==> src/rtl/call_stack_if.sv <==
// rtl/call_stack_if.sv - decode-stage request and status bundle for the call/return stack
interface call_stack_if #(
  parameter int DATA_W = 16,
  parameter int DEPTH  = 8,
  parameter int OPC_W  = 6
);
  localparam int CNT_W = $clog2(DEPTH + 1);

  logic              enable;
  logic [OPC_W-1:0]  opcode;
  logic [DATA_W-1:0] din;
  logic              clr_err;
  logic [DATA_W-1:0] dout;
  logic              dout_valid;
  logic [CNT_W-1:0]  count;
  logic              full;
  logic              empty;
  logic              overflow;
  logic              underflow;

  modport master (
    output enable, opcode, din, clr_err,
    input  dout, dout_valid, count, full, empty, overflow, underflow
  );

  modport slave (
    input  enable, opcode, din, clr_err,
    output dout, dout_valid, count, full, empty, overflow, underflow
  );
endinterface

==> src/rtl/call_stack.sv <==
// rtl/call_stack.sv - parametrised LIFO of return addresses with full/empty status and sticky error flags
module call_stack #(
  parameter int               DATA_W   = 16,
  parameter int               DEPTH    = 8,
  parameter int               OPC_W    = 6,
  parameter logic [OPC_W-1:0] OPC_PUSH = 6'b000101,
  parameter logic [OPC_W-1:0] OPC_POP  = 6'b000100,
  parameter int               OVF_MODE = 0
) (
  input logic        clk,
  input logic        rst,
  call_stack_if.slave bus
);
  localparam int AW = $clog2(DEPTH);
  localparam int CW = $clog2(DEPTH + 1);

  logic [DATA_W-1:0] mem_q [DEPTH];
  logic [AW-1:0]     top_q, top_d, top_m1;
  logic [CW-1:0]     count_q, count_d;
  logic [DATA_W-1:0] dout_q, dout_d;
  logic              dout_valid_q, dout_valid_d;
  logic              ovf_q, ovf_d;
  logic              unf_q, unf_d;
  logic              push, pop, full_w, empty_w, do_write, do_read;

  assign push    = bus.enable && (bus.opcode == OPC_PUSH);
  assign pop     = bus.enable && (bus.opcode == OPC_POP);
  assign full_w  = (count_q == CW'(DEPTH));
  assign empty_w = (count_q == '0);
  assign top_m1  = top_q - AW'(1);

  // In overwrite mode a push while full still writes: top wraps onto the oldest entry.
  assign do_write = push && (!full_w || (OVF_MODE == 1));
  assign do_read  = pop && !empty_w;

  always_comb begin
    top_d        = top_q;
    count_d      = count_q;
    dout_d       = dout_q;
    dout_valid_d = 1'b0;
    ovf_d        = (ovf_q && !bus.clr_err) || (push && full_w);
    unf_d        = (unf_q && !bus.clr_err) || (pop && empty_w);
    if (do_write) begin
      top_d = top_q + AW'(1);
      if (!full_w) count_d = count_q + CW'(1);
    end else if (do_read) begin
      top_d        = top_m1;
      count_d      = count_q - CW'(1);
      dout_d       = mem_q[top_m1];
      dout_valid_d = 1'b1;
    end
  end

  always_ff @(posedge clk or posedge rst) begin
    if (rst) begin
      top_q        <= '0;
      count_q      <= '0;
      dout_q       <= '0;
      dout_valid_q <= 1'b0;
      ovf_q        <= 1'b0;
      unf_q        <= 1'b0;
    end else begin
      top_q        <= top_d;
      count_q      <= count_d;
      dout_q       <= dout_d;
      dout_valid_q <= dout_valid_d;
      ovf_q        <= ovf_d;
      unf_q        <= unf_d;
    end
  end

  // Storage is deliberately left out of reset; entries are only read after being written.
  always_ff @(posedge clk) begin
    if (do_write) mem_q[top_q] <= bus.din;
  end

  assign bus.dout       = dout_q;
  assign bus.dout_valid = dout_valid_q;
  assign bus.count      = count_q;
  assign bus.full       = full_w;
  assign bus.empty      = empty_w;
  assign bus.overflow   = ovf_q;
  assign bus.underflow  = unf_q;
endmodule

==> src/flat_wrapper.sv <==
// flat-port wrapper written by rule: the top's interface ports become plain ports
module call_stack_flat 
#(
  parameter int               DATA_W   = 16,
  parameter int               DEPTH    = 8,
  parameter int               OPC_W    = 6,
  parameter logic [OPC_W-1:0] OPC_PUSH = 6'b000101,
  parameter logic [OPC_W-1:0] OPC_POP  = 6'b000100,
  parameter int               OVF_MODE = 0
)
  (clk, rst, bus_enable, bus_opcode, bus_din, bus_clr_err, bus_dout, bus_dout_valid, bus_count, bus_full, bus_empty, bus_overflow, bus_underflow);
  call_stack_if #(.DATA_W(DATA_W), .DEPTH(DEPTH), .OPC_W(OPC_W)) bus_i ();
  input logic clk;
  input logic rst;
  input wire logic [$bits(bus_i.enable)-1:0] bus_enable;
  input wire logic [$bits(bus_i.opcode)-1:0] bus_opcode;
  input wire logic [$bits(bus_i.din)-1:0] bus_din;
  input wire logic [$bits(bus_i.clr_err)-1:0] bus_clr_err;
  output wire logic [$bits(bus_i.dout)-1:0] bus_dout;
  output wire logic [$bits(bus_i.dout_valid)-1:0] bus_dout_valid;
  output wire logic [$bits(bus_i.count)-1:0] bus_count;
  output wire logic [$bits(bus_i.full)-1:0] bus_full;
  output wire logic [$bits(bus_i.empty)-1:0] bus_empty;
  output wire logic [$bits(bus_i.overflow)-1:0] bus_overflow;
  output wire logic [$bits(bus_i.underflow)-1:0] bus_underflow;
  assign bus_i.enable = bus_enable;
  assign bus_i.opcode = bus_opcode;
  assign bus_i.din = bus_din;
  assign bus_i.clr_err = bus_clr_err;
  assign bus_dout = bus_i.dout;
  assign bus_dout_valid = bus_i.dout_valid;
  assign bus_count = bus_i.count;
  assign bus_full = bus_i.full;
  assign bus_empty = bus_i.empty;
  assign bus_overflow = bus_i.overflow;
  assign bus_underflow = bus_i.underflow;
  call_stack #(.DATA_W(DATA_W), .DEPTH(DEPTH), .OPC_W(OPC_W), .OPC_PUSH(OPC_PUSH), .OPC_POP(OPC_POP), .OVF_MODE(OVF_MODE)) u_core (.clk(clk), .rst(rst), .bus(bus_i));
endmodule
==> config.mk <==
export PLATFORM = sky130hd
export DESIGN_NAME = call_stack_flat
export DESIGN_NICKNAME = d
export VERILOG_FILES = /design/src/rtl/call_stack_if.sv /design/src/rtl/call_stack.sv /design/src/flat_wrapper.sv
export SDC_FILE = /design/constraint.sdc
export NUM_CORES = 1
export LEC_CHECK = 0
export BUFFER_PORTS_ARGS = -buffer_cell sky130_fd_sc_hd__buf_2
export CORE_MARGIN = 5
export CORE_UTILIZATION = 35
export DETAILED_ROUTE_END_ITERATION = 16
export HOLD_SLACK_MARGIN = 0.05
export PLACE_DENSITY_LB_ADDON = 0.12
export SYNTH_ARGS = -nofsm -noshare
export SYNTH_HDL_FRONTEND = slang
export SYNTH_SLANG_ARGS = --single-unit
==> constraint.sdc <==
create_clock -name clk -period 5.5 [get_ports clk]
set_clock_uncertainty 0.2 [all_clocks]
set_input_delay 1.1 -clock clk [delete_from_list [all_inputs] [get_ports clk]]
set_output_delay 1.1 -clock clk [all_outputs]
set_load 0.02 [all_outputs]
# Word-level counts from Yosys, hierarchy flattened
# Memories as Yosys holds them, arrays and structs flattened. A register that Yosys moved wholly into a read port is not among the register bits.
# Cells that the tools add are included.
[word_totals] ram_bits=128 word_cells=41 mem_count=1 regBits=10 mem_bits_ro=0 in_bits=26 latchBits=0
[op_classes] n_reduce_logical=17 n_mul=0 n_addsub=4 muxes=9 order_cmp=0 n_eq_ne=4 bitwise_logic=1 div=0 n_shift=0
[memory_table] memory="u_core.mem_q" words=8 word_bits=16 rd=1 rd_ports_with_merged_regs=1 wr=1 line_no="call_stack.sv:17" text="logic [DATA_W-1:0] mem_q [DEPTH];"
[op_table] op="equality test 6 x 3 -> 1 bit, second input constant" count=2
[op_table] op="2-to-1 mux 4 bit" count=3
[op_table] op="logical AND 1 bit" count=8
[op_table] op="2-to-1 mux 3 bit" count=2
[op_table] op="adder 4 x 1 -> 4 bit, second input constant" count=1
[op_table] op="equality test 4 bit, second input constant" count=1
[op_table] op="logical NOT 4 bit" count=1
[op_table] op="2-to-1 mux 1 bit" count=4
[op_table] op="AND reduction 2 bit" count=2
[op_table] op="subtractor 4 x 1 -> 4 bit, second input constant" count=1
[op_table] op="adder 3 x 1 -> 3 bit, second input constant" count=1
[op_table] op="logical NOT 1 bit" count=3
[op_table] op="subtractor 3 x 1 -> 3 bit, second input constant" count=1
[op_table] op="logical OR 1 bit" count=2
[op_table] op="inequality test 2 bit, second input constant" count=1
[op_table] op="nonzero test 2 bit" count=1
[op_table] op="NOT 1 bit" count=1

# Logic depth before layout (Yosys ltp)
[logic_depth] ltp_word=5 mapped_depth=11 mapped_depth_nobuf=10

# Worst setup path after synthesis
# No wires, ideal clock.
[synth_path] path_type="input-to-reg" startpoint="in bus_opcode[5]" endpoint="mem u_core.mem_q[0][0] (enable)" stages=5 arrival_time_ns=3.057 slack_ns=1.833 t_required_ns=4.891 path_cell_list="nor4b_2 > nand3b_1 > nor3_4 > nand2_1 > nor3_1"
[synth_via] elab_chain_len=5
[synth_lines] item="start, declared" line_no="flat_wrapper.sv:16" text="input wire logic [$bits(bus_i.opcode)-1:0] bus_opcode;"
[synth_lines] item="equality test 6 x 3 -> 1 bit" line_no="call_stack.sv:26" text="assign push = bus.enable && (bus.opcode == OPC_PUSH);"
[synth_lines] item="logical AND 1 bit" line_no="call_stack.sv:26"
[synth_lines] item="logical AND 1 bit" line_no="call_stack.sv:33" text="assign do_write = push && (!full_w || (OVF_MODE == 1));"
[synth_lines] item="2-to-1 mux 1 bit" line_no="call_stack.sv:74" text="if (do_write) mem_q[top_q] <= bus.din;"
[synth_lines] item="2-to-1 mux 1 bit (implied by the code)" line_no="call_stack.sv:74"
[synth_lines] item="end, declared" line_no="call_stack.sv:17"
# No other way between the ends.

# Worst setup path after layout
[layout_path] startpoint="in bus_opcode[5]" endpoint="mem u_core.mem_q[3][13] (enable)"
# The elaborated chain is that of the path after synthesis.

==> run summary <==
Counting tap cells, the placed design contains a total of 643 instances. Summing the areas of all compound-gate instances in the mapped netlist gives 8.12% of the synthesized area. The path class of the tightest hold or removal check is reg -> reg. The area of the placeable core came out at 17800 um^2. The main combinational cell family by area after synthesis is multiplexers. The run gives 68 as the maximum number of pins on one net before global-route repair.

The flow ran to the end, and the final reports show no timing, DRC or antenna violations. The first global-routing pass estimated 21000 um of wire. The run gives 2900 ps as the arrival time at the worst endpoint. Counting flops with a built-in enable in the synthesized netlist gives 128. The xor and xnor area share after synthesis is 1.11%. At the worst endpoint, the required time is 5410 ps. The share of cell area taken by muxes after synthesis was 11.0%; the normalized max-slew margin was 24.1%.

Counting along the longest clock path gives a buffer depth of 2. The final clock period utilization by the worst path was 54.4%. Port buffering added 50 buffers. For the pin with the worst max-slew slack, the measured transition is 1140 ps.

The total via count after detailed routing came out at 3385. In this run the count of I/O pins placed on the die edge is 51. The clock net in this run drives a total of 154 sinks. CTS buffer count: 17. The floorplan step set the die width to 144 um. Yosys attributes the largest share of cell area to sky130_fd_sc_hd__edfxtp_1 (61%), sky130_fd_sc_hd__dfrtp_1 (10%), sky130_fd_sc_hd__mux2_2 (5.9%), sky130_fd_sc_hd__mux2i_1 (5.1%), sky130_fd_sc_hd__a221o_2 (1.8%).

The largest single stage delay on the critical path is 410 ps. Post-CTS timing repair inserted 0 buffers for setup. Dividing the detail-routed wire length by the instance count gives 20.5 um. The number of gates resized after cts is 0, and the register area share after synthesis is 71.5%. Synthesis handed over a netlist of 375 instances. Counting distinct cell types in the post-synthesis netlist gives 45. After detailed routing, the number of vias per cell comes to 5.01. The tools report the via count of the first global-routing pass as 3422.

The violation count after the first detailed-routing iteration is 247, and the post-synthesis average cell area is 16.8 um^2. TritonCTS built the clock tree. The number of storage elements in the synthesis netlist is 154, and the detailed-route wire length is 13800 um. From synthesis to final layout, the design area changed by 16.4%.

The number of antenna diodes in the final layout is 0. The tools report the count of H-tree levels built during CTS as 4. The async set-reset flop share out of synthesis was 16.9%. The final critical path time including I/O delays and setup is 2990 ps, and the final count of pins violating max slew is 0. The detail route stage leaves a number of antenna-violating nets equal to 0.

The post-route netlist has 34.5% of its cells at a drive strength greater than 1. The hold slack is 273 ps. The cell taking the most area after synthesis is sky130_fd_sc_hd__edfxtp_1. The die height came out at 144 um. The tools report the aggregate global-route resource usage as 14.1%. Summing the areas of all fa, ha and maj instances in the mapped netlist gives 0.796% of the synthesized area. The total setup violations reported at the end of the flow is 0. In this run the cell area of the synthesized design comes to 6290 um^2.

For this run, design rule violations remaining after detail routing come to 0. Final weighted congestion in routability-driven placement: 0.755. The largest individual stage delay along the critical path comes from the cell sky130_fd_sc_hd__nor2_1. Counting every net in the synthesized netlist gives 405. The iteration count of the initial detailed-routing pass is 4. For this configuration, the core starts out at a cell density of 35.2%. Setup repair after global routing left no endpoint under its margin. Traced cell by cell, the critical path runs through buf_2, nor4b_2, nand3b_1, nor3_4, nand2_1, nor2_1, buf_4.

The tools report the type of origin of the critical path as an input pin. The synthesized design devotes to its leading area cell type 61.1% of total area. Initial antenna violation count: 0.

For this run, the number of Yosys warnings is 0. The tools report the hold-fix buffer count after cts as 0. The run gives 49 as the placement row count.

The overall die area is 20700 um^2, and the power density relative to cell area is 499 nW/um^2. The logs give 2.64 nW for the standby leakage power and 0 for the count of final hold-check violations. The run gives 0.334 GHz as the top achievable clock speed. Max capacitance violation total: 0.

The worst-case IR drop observed on VDD is 0.000363 V. Endpoint type of the worst setup path: a flip-flop. For the half-perimeter wire length of the detailed placement result, the log shows 7690 um. After the flow finishes, the layout carries non-filler instances totaling 675. For the final routed database, the setup TNS stands at 0 ps. In the synthesized netlist the dominant register cell turns out to be sky130_fd_sc_hd__edfxtp_1. The critical path start-end classification was in -> reg. The net count of the finished layout is 463. CTS root buffer: sky130_fd_sc_hd__clkbuf_16.

The clock transition at the registers of the reported paths is 60 ps. Highest net fanout along the worst path: 12. The sum of overflow across all layers after global routing is 0, and the simple-gate portion of the synthesized area is 4.36%.

The clock reaches the later pin of the worst-skew pair after 420 ps.
-- placed cells by master, fill, tap and decap left out, types with 7 or more instances in the layout --
cell | Yosys | routed
sky130_fd_sc_hd__o21ai_1 | 10 | 10
sky130_fd_sc_hd__clkbuf_16 | 0 | 17
sky130_fd_sc_hd__a221o_2 | 10 | 10
sky130_fd_sc_hd__mux2i_1 | 32 | 32
sky130_fd_sc_hd__mux2_2 | 33 | 33
sky130_fd_sc_hd__buf_4 | 7 | 9
sky130_fd_sc_hd__inv_1 | 7 | 7
sky130_fd_sc_hd__buf_2 | 4 | 50
sky130_fd_sc_hd__edfxtp_1 | 128 | 128
sky130_fd_sc_hd__o22ai_1 | 16 | 16
sky130_fd_sc_hd__nor2_1 | 8 | 8
sky130_fd_sc_hd__dfrtp_1 | 26 | 26
sky130_fd_sc_hd__nand2_1 | 20 | 20
-- cell type report --
cell class                 instances  area (um^2)
sequential                       154         4490
multi-input combinational        193         1620
clock inverter                    12          115
inverter                           8         30.0
timing repair buffer              59          318
fill                            1634        10500
tap                              229          287
clock buffer                      20          457
-- through the flow --
stage / power [mW] / utilization, % / setup slack [ps] / cell area (um^2)
5_1_grt: 3.83 / 41.0 / 2370 / 7320
3_5_place_dp: 2.56 / 37.8 / 2060 / 6750
3_3_place_gp: 2.56 / 37.8 / 2130 / 6750
4_1_cts: 3.70 / 41.0 / 2480 / 7320
6_report: 3.65 / 41.0 / 2510 / 7320
2_1_floorplan: 2.32 / - / 1830 / 6290
-- cells in the mapped netlist, drive strengths merged, types with 2 or more instances --
cell and number:
inv 8, o21ai 22, ha 4, a21oi 5
edfxtp 128, dfrtp 26, mux2 33, nand2b 2
clkbuf 3, o22ai 16, nor3 5, a32o 2
buf 17, a221o 16, nand2 23, nor2 11
mux2i 32, xor2 2, xnor2 6
-- sequential cells by signal (all words and copies together), names as in the netlist --
| name | cells |
|---|---|
| u_core.bus.count | 4 |
| u_core.bus.dout | 16 |
| u_core.bus.dout_valid | 1 |
| u_core.bus.overflow | 1 |
| u_core.bus.underflow | 1 |
| u_core.mem_q | 128 |
| u_core.top_q | 3 |
-- logic make-up after synthesis --
logic type	count (synthesis)
flops	154
xor+xnor	8
simple gates	49
buf+inv	28
compound gates	67
fa+ha+maj	4
mux	65
-- per-layer routing --
layer / wire, um / GRT usage, % / vias up
li1: - / - / 1581
met1: 6370 / 19.0 / 1701
met2: 6530 / 22.0 / 84
met3: 639 / 3.37 / 19
met4: 274 / 5.75 / 0
met5: 0 / 0 / -
-- worst paths after layout --
path                       cells past startpoint                             from                         endpoint  slack [ps]
min reg2reg                                    2  u_core.bus.dout[10]$_DFFE_PP0P_  u_core.bus.dout[10]$_DFFE_PP0P_         270
min in group asynchronous                      3                              rst   u_core.bus.dout[5]$_DFFE_PP0P_         570
min                                            2  u_core.bus.dout[10]$_DFFE_PP0P_  u_core.bus.dout[10]$_DFFE_PP0P_         270
max in group asynchronous                      3                              rst   u_core.bus.dout[1]$_DFFE_PP0P_        4210
max reg2reg                                    6      u_core.top_q[0]$_DFFE_PP0P_   u_core.bus.dout[1]$_DFFE_PP0P_        2560
max                                            7                    bus_opcode[5]    u_core.mem_q[3][13]$_DFFE_PP_        2510
-- worst max-delay path, delay by kind of cell --
kind | cells | cell delay, ps
and+or+nand+nor | 5 | 1370
buffers and inverters | 2 | 420
-- report_power, final --
part / switching, mW / internal [mW] / leakage [nW]
clock network: 0.476 / 0.651 / 0.267
logic: 0.640 / 0.492 / 0.875
registers: 0.0731 / 1.32 / 1.50
total: 1.19 / 2.46 / 2.64
Power figures use the tool's default switching activity.
